`src/rtl/uart_rx_frame_ctrl_if.sv`:
```
// Signal bundle between the UART receive frame controller and its surroundings
// (serial line, frame configuration, bit-timing counter and received-data outputs).
interface uart_rx_frame_ctrl_if #(
  parameter int unsigned DATA_WIDTH = 8,
  parameter int unsigned PRESC_W    = 6
);
  logic                  RX_IN;
  logic                  PAR_EN;
  logic                  PAR_TYP;
  logic [PRESC_W-1:0]    Prescale;
  logic [PRESC_W-1:0]    edge_cnt;
  logic [4:0]            bit_cnt;
  logic                  cnt_enable;
  logic [DATA_WIDTH-1:0] P_DATA;
  logic                  data_valid;
  logic                  par_err;
  logic                  stp_err;
  logic                  busy;

  // Frame controller side
  modport slave (
    input  RX_IN, PAR_EN, PAR_TYP, Prescale, edge_cnt, bit_cnt,
    output cnt_enable, P_DATA, data_valid, par_err, stp_err, busy
  );

  // Line / counter / consumer side
  modport master (
    output RX_IN, PAR_EN, PAR_TYP, Prescale, edge_cnt, bit_cnt,
    input  cnt_enable, P_DATA, data_valid, par_err, stp_err, busy
  );
endinterface

```
`src/rtl/uart_rx_frame_ctrl.sv`:
```
// UART receive frame controller: start detection, 3-sample majority voting at
// mid-bit, LSB-first deserialisation, parity/stop checking and result strobes.
// Optional macro UART_RX_SYNC_EN adds a 2-flop synchroniser on RX_IN.
module uart_rx_frame_ctrl #(
  parameter int unsigned DATA_WIDTH = 8,
  parameter int unsigned PRESC_W    = 6
) (
  input logic                 CLK,
  input logic                 RST,
  uart_rx_frame_ctrl_if.slave bus
);

  localparam int unsigned BIT_CNT_W = 5;
  localparam logic [BIT_CNT_W-1:0] LAST_DATA_BIT = BIT_CNT_W'(DATA_WIDTH);

  typedef enum logic [2:0] {
    S_IDLE, S_START, S_DATA, S_PARITY, S_STOP, S_DONE
  } state_e;

  state_e                state_q, state_d;
  logic [PRESC_W-1:0]    presc_q, presc_d;
  logic                  par_en_q, par_en_d;
  logic                  par_typ_q, par_typ_d;
  logic [DATA_WIDTH-1:0] shift_q, shift_d;
  logic [2:0]            samp_q, samp_d;
  logic                  par_bad_q, par_bad_d;
  logic                  stp_bad_q, stp_bad_d;
  logic [DATA_WIDTH-1:0] p_data_q, p_data_d;
  logic                  dv_q, dv_d;
  logic                  pe_q, pe_d;
  logic                  se_q, se_d;
  logic                  cnt_en_q, cnt_en_d;
  logic                  busy_q, busy_d;

  logic                  rx;
  logic [PRESC_W-1:0]    half;
  logic                  at_s0, at_s1, at_s2, at_dec, at_last;
  logic                  decision;

`ifdef UART_RX_SYNC_EN
  logic [1:0] sync_q;

  // Two-flop synchroniser, idles high so reset does not look like a start bit
  always_ff @(posedge CLK or negedge RST) begin
    if (!RST) sync_q <= 2'b11;
    else      sync_q <= {sync_q[0], bus.RX_IN};
  end

  assign rx = sync_q[1];
`else
  assign rx = bus.RX_IN;
`endif

  // Sample/decision points relative to the latched prescale
  assign half     = presc_q >> 1;
  assign at_s0    = (bus.edge_cnt == PRESC_W'(half - PRESC_W'(1)));
  assign at_s1    = (bus.edge_cnt == half);
  assign at_s2    = (bus.edge_cnt == PRESC_W'(half + PRESC_W'(1)));
  assign at_dec   = (bus.edge_cnt == PRESC_W'(half + PRESC_W'(2)));
  assign at_last  = (bus.edge_cnt == PRESC_W'(presc_q - PRESC_W'(1)));
  assign decision = (samp_q[0] & samp_q[1]) | (samp_q[0] & samp_q[2]) | (samp_q[1] & samp_q[2]);

  // State and datapath registers
  always_ff @(posedge CLK or negedge RST) begin
    if (!RST) begin
      state_q   <= S_IDLE;
      presc_q   <= '0;
      par_en_q  <= 1'b0;
      par_typ_q <= 1'b0;
      shift_q   <= '0;
      samp_q    <= '0;
      par_bad_q <= 1'b0;
      stp_bad_q <= 1'b0;
      p_data_q  <= '0;
      dv_q      <= 1'b0;
      pe_q      <= 1'b0;
      se_q      <= 1'b0;
      cnt_en_q  <= 1'b0;
      busy_q    <= 1'b0;
    end else begin
      state_q   <= state_d;
      presc_q   <= presc_d;
      par_en_q  <= par_en_d;
      par_typ_q <= par_typ_d;
      shift_q   <= shift_d;
      samp_q    <= samp_d;
      par_bad_q <= par_bad_d;
      stp_bad_q <= stp_bad_d;
      p_data_q  <= p_data_d;
      dv_q      <= dv_d;
      pe_q      <= pe_d;
      se_q      <= se_d;
      cnt_en_q  <= cnt_en_d;
      busy_q    <= busy_d;
    end
  end

  // Next-state, sampling and output decode; outputs registered from next-state values
  always_comb begin
    state_d   = state_q;
    presc_d   = presc_q;
    par_en_d  = par_en_q;
    par_typ_d = par_typ_q;
    shift_d   = shift_q;
    samp_d    = samp_q;
    par_bad_d = par_bad_q;
    stp_bad_d = stp_bad_q;
    p_data_d  = p_data_q;
    dv_d      = 1'b0;
    pe_d      = 1'b0;
    se_d      = 1'b0;

    if (state_q != S_IDLE) begin
      if (at_s0) samp_d[0] = rx;
      if (at_s1) samp_d[1] = rx;
      if (at_s2) samp_d[2] = rx;
    end

    case (state_q)
      S_IDLE: begin
        if (!rx) begin
          state_d   = S_START;
          presc_d   = bus.Prescale;
          par_en_d  = bus.PAR_EN;
          par_typ_d = bus.PAR_TYP;
        end
      end
      S_START: begin
        if (at_dec && decision) state_d = S_IDLE;
        else if (at_last)       state_d = S_DATA;
      end
      S_DATA: begin
        if (at_dec) shift_d = {decision, shift_q[DATA_WIDTH-1:1]};
        if (at_last && (bus.bit_cnt == LAST_DATA_BIT))
          state_d = par_en_q ? S_PARITY : S_STOP;
      end
      S_PARITY: begin
        if (at_dec)  par_bad_d = (decision != ((^shift_q) ^ par_typ_q));
        if (at_last) state_d   = S_STOP;
      end
      S_STOP: begin
        if (at_dec) begin
          stp_bad_d = !decision;
          state_d   = S_DONE;
        end
      end
      S_DONE: begin
        state_d   = S_IDLE;
        par_bad_d = 1'b0;
        stp_bad_d = 1'b0;
      end
      default: state_d = S_IDLE;
    endcase

    // Result strobes appear in the DONE cycle
    if (state_d == S_DONE) begin
      pe_d = par_bad_d;
      se_d = stp_bad_d;
      dv_d = !(par_bad_d || stp_bad_d);
      if (dv_d) p_data_d = shift_d;
    end

    cnt_en_d = (state_d == S_START) || (state_d == S_DATA) ||
               (state_d == S_PARITY) || (state_d == S_STOP);
    busy_d   = (state_d != S_IDLE);
  end

  assign bus.cnt_enable = cnt_en_q;
  assign bus.P_DATA     = p_data_q;
  assign bus.data_valid = dv_q;
  assign bus.par_err    = pe_q;
  assign bus.stp_err    = se_q;
  assign bus.busy       = busy_q;

endmodule
```
`src/flat_wrapper.sv`:
```
// flat-port wrapper written by rule: the top's interface ports become plain ports
module uart_rx_frame_ctrl_flat 
#(
  parameter int unsigned DATA_WIDTH = 8,
  parameter int unsigned PRESC_W    = 6
)
  (CLK, RST, bus_RX_IN, bus_PAR_EN, bus_PAR_TYP, bus_Prescale, bus_edge_cnt, bus_bit_cnt, bus_cnt_enable, bus_P_DATA, bus_data_valid, bus_par_err, bus_stp_err, bus_busy);
  uart_rx_frame_ctrl_if #(.DATA_WIDTH(DATA_WIDTH), .PRESC_W(PRESC_W)) bus_i ();
  input logic CLK;
  input logic RST;
  input wire logic [$bits(bus_i.RX_IN)-1:0] bus_RX_IN;
  input wire logic [$bits(bus_i.PAR_EN)-1:0] bus_PAR_EN;
  input wire logic [$bits(bus_i.PAR_TYP)-1:0] bus_PAR_TYP;
  input wire logic [$bits(bus_i.Prescale)-1:0] bus_Prescale;
  input wire logic [$bits(bus_i.edge_cnt)-1:0] bus_edge_cnt;
  input wire logic [$bits(bus_i.bit_cnt)-1:0] bus_bit_cnt;
  output wire logic [$bits(bus_i.cnt_enable)-1:0] bus_cnt_enable;
  output wire logic [$bits(bus_i.P_DATA)-1:0] bus_P_DATA;
  output wire logic [$bits(bus_i.data_valid)-1:0] bus_data_valid;
  output wire logic [$bits(bus_i.par_err)-1:0] bus_par_err;
  output wire logic [$bits(bus_i.stp_err)-1:0] bus_stp_err;
  output wire logic [$bits(bus_i.busy)-1:0] bus_busy;
  assign bus_i.RX_IN = bus_RX_IN;
  assign bus_i.PAR_EN = bus_PAR_EN;
  assign bus_i.PAR_TYP = bus_PAR_TYP;
  assign bus_i.Prescale = bus_Prescale;
  assign bus_i.edge_cnt = bus_edge_cnt;
  assign bus_i.bit_cnt = bus_bit_cnt;
  assign bus_cnt_enable = bus_i.cnt_enable;
  assign bus_P_DATA = bus_i.P_DATA;
  assign bus_data_valid = bus_i.data_valid;
  assign bus_par_err = bus_i.par_err;
  assign bus_stp_err = bus_i.stp_err;
  assign bus_busy = bus_i.busy;
  uart_rx_frame_ctrl #(.DATA_WIDTH(DATA_WIDTH), .PRESC_W(PRESC_W)) u_core (.CLK(CLK), .RST(RST), .bus(bus_i));
endmodule
```
`config.mk`:
```
export PLATFORM = sky130hd
export DESIGN_NAME = uart_rx_frame_ctrl_flat
export DESIGN_NICKNAME = d
export VERILOG_FILES = /design/src/rtl/uart_rx_frame_ctrl_if.sv /design/src/rtl/uart_rx_frame_ctrl.sv /design/src/flat_wrapper.sv
export SDC_FILE = /design/constraint.sdc
export NUM_CORES = 1
export LEC_CHECK = 0
export CORE_UTILIZATION = 41
export CTS_BUF_LIST = sky130_fd_sc_hd__clkbuf_4 sky130_fd_sc_hd__clkbuf_8
export DETAILED_ROUTE_END_ITERATION = 8
export PLACE_DENSITY = 0.63
export SYNTH_ARGS = -nofsm -noshare
export SYNTH_HDL_FRONTEND = slang
export SYNTH_SLANG_ARGS = --single-unit
```
`constraint.sdc`:
```
create_clock -name CLK -period 2.4 [get_ports CLK]
set_input_delay 0.48 -clock CLK [delete_from_list [all_inputs] [get_ports CLK]]
set_output_delay 0.48 -clock CLK [all_outputs]
set_load 0.02 [all_outputs]
```
==> impl_summary.md, run 1 <==
Die
35 I/O pins were placed. The height of the die is approximately 75 um. The floorplan step defined a core boundary enclosing approximately 5000 sq um. The floorplan has 26 rows. The floorplan die area is ~5600 sq um.

Measured along the x axis, the die boundary spans between 70 and 80 um. The initial core utilization is 42.6%.

Job
The tool flagged a number of max-cap violations equal to 0.

CTS
The buffer cell driving the clock tree root is clkbuf_8. The H-tree generated during clock tree synthesis spans 2 levels. The maximum clock insertion buffer count is 2. The TritonCTS clock tree is built. The TritonCTS buffer count is 5. After clock tree synthesis, the flow added hold-fix buffers numbering 0. Clock-pin slew was measured on the worst setup and hold paths at about 70 ps. The clock insertion delay at the later pin of the skew report is approximately 290 ps. The clock sink total is 36.

Placed design
The final weighted congestion in routability-driven placement is 0.878. The number of cells in the design after placement is about 330. The standard cell area after detailed placement is 2730 sq um. Summed over all nets, the half-perimeter wirelength after detailed placement is between 3000 and 4000 um.

In this run the tool buffered the top-level ports with 34 buffer cells.

Logic synthesis
The count of mapped cells out of synthesis is about 220. After synthesis the cells add up to 2190 sq um. The count of warnings emitted by yosys is 0. The top cell type by area accounts for 41.1% of the synthesized area. The largest area contributor in the synthesized netlist is dfrtp_1. In the post-synthesis netlist, the biggest area contributors are dfrtp_1 41%, mux2_2 7.2%, xnor2_1 6.4%. The number of synthesized flops with an enable pin is 0. The share of the Yosys chip area taken by registers is about two fifths. The number of nets in the synthesized netlist is between 200 and 250.

Yosys mapped the design onto between 40 and 50 distinct sky130hd cell types. The dominant cell by count in the synthesized netlist is dfrtp_1. The most frequently used flop master after synthesis is dfrtp_1. In this run the mean area of a mapped cell was 10.1 sq um. The proportion of synthesized flip-flops having asynchronous set or reset is 100%. The commonest cells after synthesis are 36 x dfrtp_1, 16 x xnor2_1, 15 x o21ai_0. After synthesis the netlist holds a flip-flop and latch count of 36.

Worst setup path
The critical path goes through inv_2, ha_1, and2_1, or4_4, a221oi_4, nand2_1, mux2i_2, a31oi_1. In this run the critical register-to-register path is captured at u_core.bus.cnt_enable. Along the worst path, the maximum fanout reaches 4. The nature of the critical path startpoint is a flop. In this run the critical register-to-register path is launched from u_core.presc_q[2]. The kind of end point of the critical path is a flop. The data required time of the critical path is around 2600 ps. The critical path start-end classification is flop to flop.

Tracing the worst setup path back leads to its startpoint at u_core.presc_q[2]. The critical-path cell with the highest stage delay is or4_4. The gate family responsible for the most delay along the worst path is simple AND/OR/NAND/NOR gates. The number of buffers and inverters on the critical path is 1. The stage delay of the slowest cell on the critical path is approximately 540 ps. The worst endpoint data arrival time is around 2500 ps.

Across all register-to-register paths, the minimum setup slack is between 80 and 90 ps. The path depth of the worst reg2reg path is 8.

Final layout
In the final layout, the multi-input gates occupy 1230 sq um. The final design area excluding fillers is between 2000 and 3000 sq um. The net total in the final layout is around 300.

Fill cells in the final layout number ~500. The sequential cell area is around 900 sq um. Cells fill a little under three fifths of the core in the end. The fraction of final layout cells with drive strength greater than 1 is between 20% and 30%. The number of antenna repair diodes is 0. Compared with the post-synthesis result, the final layout area differs by 32.1%. For this run, the number of standard cells in the final layout without fillers is between 300 and 400.

Global route
The first global-routing pass estimated ~7500 um of wire. After global routing the overflow that remains totals 0. The number of antenna violations at the first check in global routing is 0. The global-route usage over all layers is 18.1%.

Entering global routing, the biggest net connects 37 pins. The via count of the first global-routing pass came to roughly 1600.

Timing
Setup violations remaining at the end of the flow were counted as 0. At the pin with the least slew margin, the transition time is between 700 and 800 ps. The worst slew margin relative to its limit is 50.6%. The number of endpoints with negative hold slack in the final report is 0.

The minimum clock period is between 2000 and 2500 ps. Timing would allow up to between 400 and 500 MHz. The number of max-slew violations in the final report is 0. The final setup skew is 3.12 ps.

The worst path uses 96.5% of the clock period.

Routing
The number of design rule violations left after detail routing is 0. The routed design has around 4700 um of wire. Across all layers, the routed design uses 1705 vias. The first routing iteration left 60 violations. The via density per instance is 4.97. Dividing the detail-routed wire length by the instance count gives around 14 um. The first-pass detailed-route iteration total is 4. Once detail routing completed, the nets flagged for antenna violations numbered 0.

Power
In this run the static leakage power is 1.28 nW. Power spread over the standard cell area amounts to between 900 and 1000 nW/um^2. VDD sags by at most between 0.6 and 0.7 mV. The total power of the final layout is roughly 2.7 mW.

Hold path
The worst min-delay path endpoint is u_core.samp_q[1]. Along the worst hold path, the cell count comes to 1. The worst hold path belongs to the class flop to flop. The worst hold path begins at u_core.samp_q[1].

Outcome
The flow ran to the end, and the final reports show no timing, DRC or antenna violations.
-- worst max-delay path by stage --
| stage | to | depth (start not counted) |
|---|---|---|
| after floorplan | u_core.bus.P_DATA[7] | 6 |
| after global placement | u_core.bus.P_DATA[6] | 8 |
| after detailed placement | u_core.bus.P_DATA[5] | 8 |
| after CTS | u_core.bus.cnt_enable | 8 |
| after global routing | u_core.bus.cnt_enable | 8 |
| final | u_core.bus.cnt_enable | 8 |
-- cell usage in the layout, fill, tap and decap left out, types with 2 or more instances in the layout --
master	n
nand3_1	11
nor2_1	12
xnor2_2	2
clkbuf_8	6
nand2_1	14
a21oi_1	2
o21ai_1	2
nor4_1	2
ha_1	7
a21o_1	2
nand2b_1	6
inv_1	11
nand4_1	3
clkdlybuf4s50_1	34
o31ai_1	4
xor2_1	12
dfrtp_1	35
o211a_1	2
o21a_1	2
a221oi_4	2
and3_1	2
buf_4	21
xnor2_1	16
and2_1	3
o21ai_0	15
mux2_2	14
a21boi_0	2
nor3_1	3
-- metrics by stage --
stage	worst slack [ps]	TNS [ps]	hold WS [ps]
after global routing	-28.4	-33.1	551
after global placement	-102	-786	510
after floorplan	115	0	184
after CTS	19.1	0	534
final	84.9	0	530
after detailed placement	-131	-1250	517
-- per-layer routing --
metal	share of wire, %	track usage, %	vias to the layer above
li1	-	-	865
met1	49	24.2	807
met2	46	28.7	23
met3	2.7	4.15	10
met4	2.3	6.50	0
met5	0	0	-
-- kinds of logic (layout without fill, tap and decap cells) --
logic type	Yosys count	in the layout	synth area share, %
AND/OR/NAND/NOR	65	65	16.0
multiplexers	16	16	8.11
adder cells (fa/ha/maj)	7	7	4.00
buffers and inverters	23	78	4.91
XOR/XNOR	30	30	12.7
flip-flops	36	36	41.1
AO/OA/AOI/OAI	41	41	13.2
-- report_power, final --
part	internal, mW	total, mW	switching, mW
Combinational	0.679	1.38	0.698
Clock	0.245	0.470	0.226
Sequential	0.719	0.866	0.147
Total	1.64	2.71	1.07
-- sequential cells by signal, summed over array words and instances, names as in the netlist, 3 cells and up --
name / flops
u_core.bus.P_DATA: 8
u_core.shift_q: 8
u_core.presc_q: 6
u_core.samp_q: 3
u_core.state_q: 3
-- cell type report --
cell class / instances / share of cell area, %
clock inverter: 1 / 0.259
tap: 70 / 3.02
inverter: 12 / 1.56
clock buffer: 7 / 3.11
sequential: 36 / 31.1
multi-input combinational: 159 / 42.5
timing repair buffer: 58 / 18.4
-- timing repair --
item                       4_1_cts  5_1_grt
pin swaps                        1        5
gates resized for setup          0        9
setup endpoints to repair        1       12
gates cloned                     0        1
buffers inserted                 0        2
No activity file was read; power rests on OpenSTA's default activity.
==> run 2, diff against run 1 <==
--- a/config.mk
+++ b/config.mk
@@ -9,6 +9,7 @@
 export CTS_BUF_LIST = sky130_fd_sc_hd__clkbuf_4 sky130_fd_sc_hd__clkbuf_8
 export DETAILED_ROUTE_END_ITERATION = 8
 export PLACE_DENSITY = 0.63
+export SETUP_SLACK_MARGIN = 0.1
 export SYNTH_ARGS = -nofsm -noshare
 export SYNTH_HDL_FRONTEND = slang
 export SYNTH_SLANG_ARGS = --single-unit
==> impl_summary.md, run 2 (same netlist as run 1, synthesis figures left out) <==
Outcome
The run finished with clean final reports.

Worst setup path
The path depth of the worst reg2reg path is 8. In this run the worst setup path begins at u_core.presc_q[2]. The count of cell instances traversed by the critical path is 8. The signal on the critical path passes through inv_4, ha_4, and2_4, or4_4, a221oi_4, nand2_1, mux2i_2, a31oi_1. The most critical setup path has its endpoint at u_core.bus.cnt_enable. STA puts the critical path data required time at between 2000 and 3000 ps.

The kind of end point of the critical path is a flop. The critical path start-end classification is flop to flop. The number of buffers and inverters on the critical path is 1.

The gate family responsible for the most delay along the worst path is simple AND/OR/NAND/NOR gates. The worst endpoint data arrival time is ~2400 ps. The stage delay of the slowest cell on the critical path is 500 ps.

The worst setup path is launched from a flop. The reg-to-reg startpoint is u_core.presc_q[2]. The endpoint identified for the worst register-to-register timing path is u_core.bus.cnt_enable. The critical-path cell with the highest stage delay is or4_4.

The setup slack on the worst flop-to-flop path is 150 ps. In this run the worst path has a maximum fanout of 4.

Routing
The initial DRC count is 69. The number of design rule violations left after detail routing is 0. The pre-antenna-repair detailed-routing pass consisted of 4 iterations. After detailed routing, the number of vias per cell comes to 4.91. The final route contains around 1700 vias.

Once detail routing completed, the nets flagged for antenna violations numbered 0. The overall routed net length is slightly below 5000 um. The wire length per cell after detailed routing is 14.0 um.

Die
The count of boundary I/O pins is 35. After floorplanning, the core was divided into 26 placement rows. The area of the core is between 5000 and 6000 sq um. The height of the die is 75.1 um. The initial utilization of the core area, before any placement, comes to a little over two fifths.

The die is about 75 um wide. The floorplan step defined a die boundary enclosing between 5000 and 6000 sq um.

Final layout
The area growth from synthesis to layout is 36.0%. The number of antenna repair diodes is 0. Cells with a size suffix above 1 make up between 20% and 30% of the layout. Once layout is complete, the utilization of the core stands at between 50% and 60%. Once layout is complete, the cells apart from fillers number 344. The library cells used most frequently in the layout, excluding fill and tap cells, are 34 x clkdlybuf4s50_1, 34 x dfrtp_1, 22 x buf_4. The net total in the final layout is approximately 300.

CTS
Clock tree synthesis selected as its root buffer the cell clkbuf_8. The TritonCTS buffer count is 5. At the later pin of the worst-skew pair, clock insertion delay measures around 290 ps.

The H-tree was split into 2 levels. No sink is reached through more buffers than the 2 on the longest clock path. The clock slew seen by the registers of the worst setup and hold paths is 70 ps. The tree built by TritonCTS fans out to 36 sinks. TritonCTS built the clock tree.

Power
The total power of the final layout is 2.87 mW. Dividing total power by cell area gives a power density of between 900 and 1000 nW/um^2. The leakage component of the power is 1.30 nW.

The maximum ir drop on the vdd rail is 0.690 mV.

Global route
The global-route usage over all layers is a little under a fifth. The via count of the first global-routing pass is around 1600. The layer with the highest usage is met2. The maximum number of pins on one net before global-route repair is 37. The first global-routing pass estimated approximately 7700 um of wire. In the global route stage, met2 resource usage came out at roughly 29%.

The global routing met1 resource utilization is 24.8%. Global routing used under 10% of the available met3 tracks. The number of antenna violations at the first check in global routing is 0.

After global routing the overflow that remains totals 0.

Job
The tool flagged a number of max-cap violations equal to 0.

Placed design
In this run the tool buffered the top-level ports with 34 buffer cells. At the placement stage, the worst setup path has a slack of -131 ps. The final weighted congestion in routability-driven placement is 0.878. Summed over all nets, the half-perimeter wirelength after detailed placement is around 3400 um. In this run, placement finished with an instance count of 332.

Timing
The post-route clock period utilization is a little over nine tenths. Setup repair after global routing could not meet its margin everywhere. The final setup violation count is 0. The minimum clock period is 2250 ps. The worst slew margin relative to its limit is about half.

The final setup skew is 3.12 ps. The number of max-slew violations in the final report came to 0. The slew of the pin with the lowest slew margin is ~740 ps.

The final worst-path setup slack is about 150 ps. The number of endpoints with negative hold slack in the final report is 0. For this run, the top clock speed supported by timing is 445 MHz. The total negative slack for setup checks is 0 ps.

Hold path
The path class of the tightest hold or removal check is flop to flop.
==> run 2: layout make-up <==
class / count / area (sq um)
Clock buffer: 7 / 90.1
Clock inverter: 1 / 7.51
Fill cell: 476 / 2160
Inverter: 12 / 47.5
Multi-Input combinational cell: 159 / 1300
Sequential cell: 36 / 903
Tap cell: 70 / 87.6
Timing Repair Buffer: 59 / 542
==> run 2: worst min-delay path by stage <==
stage                                start  slack (ps)  depth (start not counted)                   end
after global placement    u_core.samp_q[1]         510                          1      u_core.samp_q[1]
final                     u_core.samp_q[1]         530                          1      u_core.samp_q[1]
after floorplan                        RST         180                          0  u_core.bus.P_DATA[0]
after detailed placement  u_core.samp_q[1]         520                          1      u_core.samp_q[1]
after CTS                 u_core.samp_q[1]         530                          1      u_core.samp_q[1]
after global routing      u_core.samp_q[1]         550                          1      u_core.samp_q[1]
==> run 2: report_power, final <==
part / switching, mW / internal [mW]
Sequential: 0.163 / 0.721
Clock: 0.226 / 0.245
Combinational: 0.745 / 0.770
Total: 1.13 / 1.74
==> run 2: layer usage <==
layer,vias to the layer above,routed length [um]
met5,-,0
met4,0,109
met3,10,116
met2,21,2220
met1,789,2380
li1,869,-
==> run 2: per-stage QoR <==
stage / instance area [sq um] / hold slack, ps
after floorplan: 2190 / 184
after CTS: 2860 / 534
after detailed placement: 2730 / 517
after global placement: 2730 / 510
final: 2980 / 530
after global routing: 2980 / 551
==> run 2: what timing repair did <==
item / in CTS / in global routing
hold buffers: 0 / 0
cloned: 0 / 1
resized for setup: 5 / 19
endpoints found under the setup margin: 11 / 13
pin swaps: 2 / 9
setup buffers: 1 / 2
==> run 3, diff against run 2 <==
==> constraint.sdc (replaced) <==
create_clock -name CLK -period 2.4 [get_ports CLK]
set_input_delay 0.48 -clock CLK [delete_from_list [all_inputs] [get_ports CLK]]
set_output_delay 0.48 -clock CLK [all_outputs]
set_load 0.005 [all_outputs]
==> results of run 3 <==
The final DEF is identical to that of run 2. Status: finished, final reports clean.
Among the figures that moved: total power 2.87 mW -> 2.86 mW; worst IR drop on VDD 0.690 mV -> 0.689 mV
